$ cat src/rtl/prefetch_byte_window_if.sv
`default_nettype none
// ============================================================================
// Module      : prefetch_byte_window_if
// Description : Handshake/bus bundle between prefetch FIFO, byte window and decode
// Revision    : 1.0 - initial release
// ============================================================================
interface prefetch_byte_window_if #(
    parameter int WIN_BYTES = 16
);
    logic                                 pr_reset;
    logic                                 prefetchfifo_accept_empty;
    logic [67:0]                          prefetchfifo_accept_data;
    logic                                 prefetchfifo_accept_do;
    logic                                 dec_consume_do;
    logic [3:0]                           dec_consume_count;
    logic [WIN_BYTES*8-1:0]               window_data;
    logic [$clog2(WIN_BYTES+1)-1:0]       window_count;
    logic                                 window_fault_pf;
    logic                                 window_fault_gp;

    // Fetch/decode side drives the requests and observes the window.
    modport master (
        output pr_reset, prefetchfifo_accept_empty, prefetchfifo_accept_data,
        output dec_consume_do, dec_consume_count,
        input  prefetchfifo_accept_do, window_data, window_count,
        input  window_fault_pf, window_fault_gp
    );

    modport slave (
        input  pr_reset, prefetchfifo_accept_empty, prefetchfifo_accept_data,
        input  dec_consume_do, dec_consume_count,
        output prefetchfifo_accept_do, window_data, window_count,
        output window_fault_pf, window_fault_gp
    );
endinterface
`default_nettype wire

$ cat src/rtl/prefetch_byte_window.sv
`default_nettype none
// ============================================================================
// Module      : prefetch_byte_window
// Description : Packs prefetch FIFO entries into a little-endian decode window
//               and latches GP/PF fault markers from the stream.
// Revision    : 1.0 - initial release
// ============================================================================
module prefetch_byte_window #(
    parameter int WIN_BYTES = 16,
    parameter int LEN_PF    = 14,
    parameter int LEN_GP    = 15
) (
    input  wire logic               clk,
    input  wire logic               rst_n,
    prefetch_byte_window_if.slave   bus
);
    localparam int          c_cw     = $clog2(WIN_BYTES + 1);
    localparam int          c_ww     = WIN_BYTES * 8;
    localparam logic [3:0]  c_len_pf = 4'(LEN_PF);
    localparam logic [3:0]  c_len_gp = 4'(LEN_GP);
    localparam logic [c_cw-1:0] c_fill_max = c_cw'(WIN_BYTES - 4);

    logic [c_ww-1:0]  r_data;
    logic [c_cw-1:0]  r_count;
    logic             r_fault_pf;
    logic             r_fault_gp;

    logic [3:0]       w_len;
    logic             w_accept;
    logic [2:0]       w_len_eff;
    logic [3:0]       w_consume;
    logic [c_cw-1:0]  w_rem;
    logic [31:0]      w_new_word;
    logic [c_ww-1:0]  w_shifted;
    logic [c_ww-1:0]  w_append;
    logic [c_ww-1:0]  w_data_nxt;
    logic [c_cw-1:0]  w_count_nxt;
    logic             w_unused_hi;

    assign w_unused_hi = ^bus.prefetchfifo_accept_data[63:32];

    always_comb begin
        w_len      = bus.prefetchfifo_accept_data[67:64];
        // Space check looks only at the registered count, never at this cycle's consume.
        w_accept   = rst_n & ~bus.prefetchfifo_accept_empty & ~bus.pr_reset
                   & ~r_fault_pf & ~r_fault_gp & (r_count <= c_fill_max);
        w_len_eff  = (w_accept && (w_len >= 4'd1) && (w_len <= 4'd4)) ? w_len[2:0] : 3'd0;
        w_consume  = bus.dec_consume_do ? bus.dec_consume_count : 4'd0;
        w_rem      = (c_cw'(w_consume) >= r_count) ? '0 : r_count - c_cw'(w_consume);
        w_new_word = '0;
        for (int i = 0; i < 4; i++) begin
            if (3'(i) < w_len_eff) begin
                w_new_word[8*i +: 8] = bus.prefetchfifo_accept_data[8*i +: 8];
            end
        end
        // Bytes above the count are always zero, so over-shifting on a protocol
        // violation still leaves an all-zero window.
        w_shifted   = r_data >> {w_consume, 3'b000};
        w_append    = {{(c_ww-32){1'b0}}, w_new_word} << {w_rem, 3'b000};
        w_data_nxt  = w_shifted | w_append;
        w_count_nxt = w_rem + c_cw'(w_len_eff);
    end

    always_ff @(posedge clk or negedge rst_n) begin
        if (!rst_n) begin
            r_data     <= '0;
            r_count    <= '0;
            r_fault_pf <= 1'b0;
            r_fault_gp <= 1'b0;
        end else if (bus.pr_reset) begin
            r_data     <= '0;
            r_count    <= '0;
            r_fault_pf <= 1'b0;
            r_fault_gp <= 1'b0;
        end else begin
            r_data  <= w_data_nxt;
            r_count <= w_count_nxt;
            if (w_accept && (w_len == c_len_pf)) begin
                r_fault_pf <= 1'b1;
            end
            if (w_accept && (w_len == c_len_gp)) begin
                r_fault_gp <= 1'b1;
            end
        end
    end

    assign bus.prefetchfifo_accept_do = w_accept;
    assign bus.window_data            = r_data;
    assign bus.window_count           = r_count;
    // Faults are reported only once every byte fetched before them has drained.
    assign bus.window_fault_pf        = r_fault_pf & (r_count == '0);
    assign bus.window_fault_gp        = r_fault_gp & (r_count == '0);
endmodule
`default_nettype wire

$ cat src/flat_wrapper.sv
// flat-port wrapper written by rule: the top's interface ports become plain ports
module prefetch_byte_window_flat 
#(
    parameter int WIN_BYTES = 16,
    parameter int LEN_PF    = 14,
    parameter int LEN_GP    = 15
)
  (clk, rst_n, bus_pr_reset, bus_prefetchfifo_accept_empty, bus_prefetchfifo_accept_data, bus_dec_consume_do, bus_dec_consume_count, bus_prefetchfifo_accept_do, bus_window_data, bus_window_count, bus_window_fault_pf, bus_window_fault_gp);
  prefetch_byte_window_if #(.WIN_BYTES(WIN_BYTES)) bus_i ();
  input  wire logic clk;
  input  wire logic rst_n;
  input wire logic [$bits(bus_i.pr_reset)-1:0] bus_pr_reset;
  input wire logic [$bits(bus_i.prefetchfifo_accept_empty)-1:0] bus_prefetchfifo_accept_empty;
  input wire logic [$bits(bus_i.prefetchfifo_accept_data)-1:0] bus_prefetchfifo_accept_data;
  input wire logic [$bits(bus_i.dec_consume_do)-1:0] bus_dec_consume_do;
  input wire logic [$bits(bus_i.dec_consume_count)-1:0] bus_dec_consume_count;
  output wire logic [$bits(bus_i.prefetchfifo_accept_do)-1:0] bus_prefetchfifo_accept_do;
  output wire logic [$bits(bus_i.window_data)-1:0] bus_window_data;
  output wire logic [$bits(bus_i.window_count)-1:0] bus_window_count;
  output wire logic [$bits(bus_i.window_fault_pf)-1:0] bus_window_fault_pf;
  output wire logic [$bits(bus_i.window_fault_gp)-1:0] bus_window_fault_gp;
  assign bus_i.pr_reset = bus_pr_reset;
  assign bus_i.prefetchfifo_accept_empty = bus_prefetchfifo_accept_empty;
  assign bus_i.prefetchfifo_accept_data = bus_prefetchfifo_accept_data;
  assign bus_i.dec_consume_do = bus_dec_consume_do;
  assign bus_i.dec_consume_count = bus_dec_consume_count;
  assign bus_prefetchfifo_accept_do = bus_i.prefetchfifo_accept_do;
  assign bus_window_data = bus_i.window_data;
  assign bus_window_count = bus_i.window_count;
  assign bus_window_fault_pf = bus_i.window_fault_pf;
  assign bus_window_fault_gp = bus_i.window_fault_gp;
  prefetch_byte_window #(.WIN_BYTES(WIN_BYTES), .LEN_PF(LEN_PF), .LEN_GP(LEN_GP)) u_core (.clk(clk), .rst_n(rst_n), .bus(bus_i));
endmodule
$ cat config.mk
export PLATFORM = sky130hd
export DESIGN_NAME = prefetch_byte_window_flat
export DESIGN_NICKNAME = d
export VERILOG_FILES = /design/src/rtl/prefetch_byte_window_if.sv /design/src/rtl/prefetch_byte_window.sv /design/src/flat_wrapper.sv
export SDC_FILE = /design/constraint.sdc
export NUM_CORES = 1
export LEC_CHECK = 0
export BUFFER_PORTS_ARGS = -buffer_cell sky130_fd_sc_hd__clkbuf_2
export CAP_MARGIN = 20
export CORE_MARGIN = 2
export CORE_UTILIZATION = 40
export CTS_CLUSTER_DIAMETER = 120
export DETAILED_ROUTE_END_ITERATION = 12
export GPL_TIMING_DRIVEN = 0
export PLACE_DENSITY = 0.63
export SETUP_SLACK_MARGIN = 0.1
export SLEW_MARGIN = 20
export SYNTH_ARGS = -nofsm -noshare
export SYNTH_HDL_FRONTEND = slang
export SYNTH_SLANG_ARGS = --single-unit
$ cat constraint.sdc
create_clock -name clk -period 3.48 [get_ports clk]
set_input_delay 0.174 -clock clk [delete_from_list [all_inputs] [get_ports clk]]
set_output_delay 0.174 -clock clk [all_outputs]
set_load 0.1 [all_outputs]
==> metrics.md <==
| Metric | Value |
|---|---|
| Routed length per placed instance | `35.32 um` |
| DP Wirelength | `52960 um` |
| GPL Wtd Cong | `1.055` |
| Root buf cell | `clkbuf_16` |
| Count leader, synth | `nand2_1` |
| Post-synthesis register bit count | `135` |
| Number of global-route vias before repair | `12.81k` |
| XOR/XNOR Fraction of Synth Area | `0.002815` |
| Crit-path cells | `clkbuf_2 -> nand2_2 -> buf_12 -> buf_12 -> clkinvlp_4 -> ha_2 -> inv_1 -> fa_1 -> xor2_2 -> nand4_1 -> inv_2 -> nor3_1 -> a222oi_1 -> buf_4 -> o22ai_1` |
| Post-route cell area | `14450 um2` |
| Yosys cell types | `79` |
| Slew @ Worst Pin | `1.180 ns` |
| Layout cells sized above 1 | `0.2999` |
| CP startpoint kind | `input pin` |
| Final WL | `67240 um` |
| Final hold violation count | `0` |
| Htree depth | `4` |
| Cts bufs inserted | `17` |
| Die Area | `31410 um2` |
| Hold Path Stages | `3` |
| CTS clock-pin slew for the worst setup and hold paths | `0.06 ns` |
| Crit. End Element | `register` |
| Slew Limit Headroom | `0.2134` |
| Yosys warns | `0` |
| Post-synthesis sequential area ratio | `0.2815` |
| Sw frac | `0.4468` |
| Pre-CTS setup slack | `-1.350 ns` |
| RSZ-0062 raised after global routing | `false` |
| Synthesized instance count | `1291` |
| Seq. cell area | `3383 um2` |
| Outcome | `completed` |
| Largest net degree at the start of global routing | `70` |
| PortBufs | `180` |
| Minimum clock period | `3.331 ns` |
| Fillcell total | `2863` |
| Power Dens Cells | `427.6 nW/um2` |
| RR Endpoint | `u_core.bus.window_data[115]` |
| Synth Area in Compound Gates | `0.2309` |
| Share of flip-flops with an asynchronous set or reset | `1.000` |
| First-pass GRT wire length | `93870 um` |
| Max incr delay on CP | `0.80 ns` |
| First-pass DRT Iterations | `7` |
| Max_cap viols | `0` |
| CP Max Fanout | `10` |
| Gr usage total | `0.4276` |
| Final Util | `0.4887` |
| Critical path's top delay family | `simple AND/OR/NAND/NOR gates` |
| Simple-Gate Fraction of Synth Area | `0.1864` |
| Power Internal | `3.417 mW` |
| Lkg Pwr | `6.031 nW` |
| Antenna fix cells | `0` |
| # DRC | `0` |
| Largest family of logic cells by synthesized area | `compound AO/OA/AOI/OAI gates` |
| Switching power | `2.760 mW` |
| Adder-cell share of the synthesized area | `0.01063` |
| Max Freq | `0.3002 GHz` |
| Final Net Count | `1587` |
| Post-route ant nets | `0` |
| Met2 wire len | `29180 um` |
| CTS sink cnt | `135` |
| Worst EP required | `3.85 ns` |
| CTS Buffer Depth | `2` |
| Most used DFF post-synth | `dfrtp_1` |
| Area of the multi-input gates | `8079 um2` |
| Initial Utilization | `0.4060` |
| Fin crit share | `0.9572` |
| Largest area contributor in the netlist | `dfrtp_1` |
| Die Wd | `177.2 um` |
| Worst R2R Path Depth | `11` |
| Syn Area/Cell | `9.296 um2` |
| Min-delay src | `bus_prefetchfifo_accept_data[23]` |
| Endpoint, Worst Hold | `u_core.bus.window_data[71]` |
| Worst Path Arrival | `3.70 ns` |
| Synthesized area | `12000 um2` |
| Critical path origin | `bus_dec_consume_count[0]` |
| Critical path's most frequent cell | `buf_12` |
| Sequential share of power | `0.287` |
| Max stage delay cell, worst path | `nor3_1` |
| Reg-to-Reg Start | `u_core.bus.window_count[0]` |
| Row cnt | `63` |
| I/O Pins | `213` |
| Post-synth top cells | `nand2_1 (160), dfrtp_1 (135), mux4_2 (104)` |
| Multiplexer share of the synthesized area | `0.2300` |
| Initial antenna violation count | `0` |
| CTS tree | `yes` |
| Routed wl met3 | `9555 um` |
| Syn-to-layout area delta | `20.37%` |
| Maximum VDD drop | `325.5 uV` |
| Die Ht | `177.2 um` |
| Hold/Removal Path Class | `in -> reg` |
| Combinational power share | `0.400` |
| Via Count | `13.68k` |
| Synth area leaders | `dfrtp_1 (28%), mux4_2 (20%), nand2_1 (5.0%)` |
| Grt ovf | `0` |
| Placed instance area | `13510 um2` |
| Yosys top cell area share | `0.2815` |
| Drt via density | `7.186` |
| Core Area | `29560 um2` |
| Fin. max-slew vios | `0` |
| Worst skew pair latency | `0.47 ns` |
| Layout Skew | `0.01567 ns` |
| Highest routed layer | `met4` |
| Worst path bufs/invs | `7` |
| Setup Viol. Count Final | `0` |
| Post-synth EDFFs | `0` |
| Final hold slack | `0.08819 ns` |
| CP Class | `in -> reg` |
| Synth Net Count | `1377` |
| Iter 0 DRT Violations | `2116` |
| Met1 wire length | `24040 um` |
| R2r setup slk | `0.16 ns` |
| Worst setup margin | `0.1488 ns` |
| Clk pwr share | `0.313` |
| Total power | `6.177 mW` |
==> power by group through the flow <==
stage / combinational (mW) / clock, mW / sequential (mW)
2_1_floorplan: 1.11 / 0 / 2.23
3_3_place_gp: 2.31 / 0 / 1.79
3_5_place_dp: 2.32 / 0 / 1.79
4_1_cts: 2.37 / 1.91 / 1.76
5_1_grt: 2.54 / 1.99 / 1.77
6_report: 2.47 / 1.93 / 1.77
==> layer usage <==
| metal | GRT usage | up-vias |
|---|---|---|
| met5 | 0 | - |
| met4 | 0.2490 | 0 |
| met3 | 0.1566 | 268 |
| met2 | 0.6389 | 1277 |
| met1 | 0.5302 | 6628 |
| li1 | - | 5509 |
==> what timing repair did <==
| item | in CTS | in global routing |
|---|---|---|
| endpoints found under the hold margin | 69 | 0 |
| endpoints found under the setup margin | 132 | 101 |
| gates resized for setup | 38 | 26 |
| hold buffers | 2 | 0 |
| setup buffers | 5 | 6 |
| pin swaps | 6 | 0 |
==> layout by cell type (no fill, tap or decap), types with 8 or more instances in the layout <==
master     count
nand4b_1      10
nand3b_1       9
o41ai_1        8
o21ai_1       21
clkbuf_16     18
nor3_1        37
mux2i_1       38
a22o_1         8
buf_2         29
o22ai_1       56
clkbuf_2     187
a32o_1         9
o31ai_1       16
nand3_1       68
o211ai_1      33
clkbuf_1      62
nand2_1      159
nor2_1        40
inv_1         11
mux4_2       104
and3_1        22
buf_6          9
dfrtp_1      131
a22oi_1       48
nand4_1       25
a21oi_1       70
a2bb2o_1       8
a211oi_1      16
o21ai_0       79
and4_1        10
buf_4         22
and2_1         8
==> layout make-up <==
type,count,area share
Buffer,132,0.05275
Timing Repair Buffer,194,0.07319
Tap cell,390,0.03378
Clock inverter,11,0.008401
Sequential cell,135,0.2342
Clock buffer,21,0.03326
Inverter,16,0.005197
Multi-Input combinational cell,1005,0.5592
==> sequential cells by signal (all words and copies together) (netlist names) <==
name,cells
u_core.r_fault_pf,1
u_core.bus.window_count,5
u_core.r_fault_gp,1
u_core.bus.window_data,128
==> stage by stage <==
step	instances	TNS (ns)
after detailed placement	1862	-100.44
after CTS	1898	0
after floorplan	1291	0
final	1904	0
after global routing	1904	0
after global placement	1861	-247.92
==> logic make-up after synthesis <==
group,Yosys count
buffers and inverters,151
xor gates and xnor gates,3
DFF,135
adders and majority gates,9
and+or+nand+nor,433
muxes,145
AOI/OAI and AO/OA,415
==> how the worst max path moves through the flow <==
stage                                              to  slack (ns)  depth (start not counted)
after floorplan            u_core.bus.window_count[4]        0.11                         21
after detailed placement    u_core.bus.window_data[3]       -1.35                         15
after global routing       u_core.bus.window_data[50]         0.1                         17
after global placement     u_core.bus.window_count[4]       -2.21                         12
after CTS                   u_core.bus.window_data[3]        0.07                         15
final                     u_core.bus.window_data[115]        0.15                         15
==> worst register-to-register path, cell delays in order, from the launching register on <==
cell,delay [ns]
dfrtp_2,0.44
inv_1,0.08
ha_2,0.20
inv_1,0.06
fa_1,0.48
xor2_2,0.25
nand4_1,0.14
inv_2,0.11
nor3_1,0.80
a222oi_1,0.27
buf_4,0.24
o22ai_1,0.15
Power figures use the tool's default switching activity.
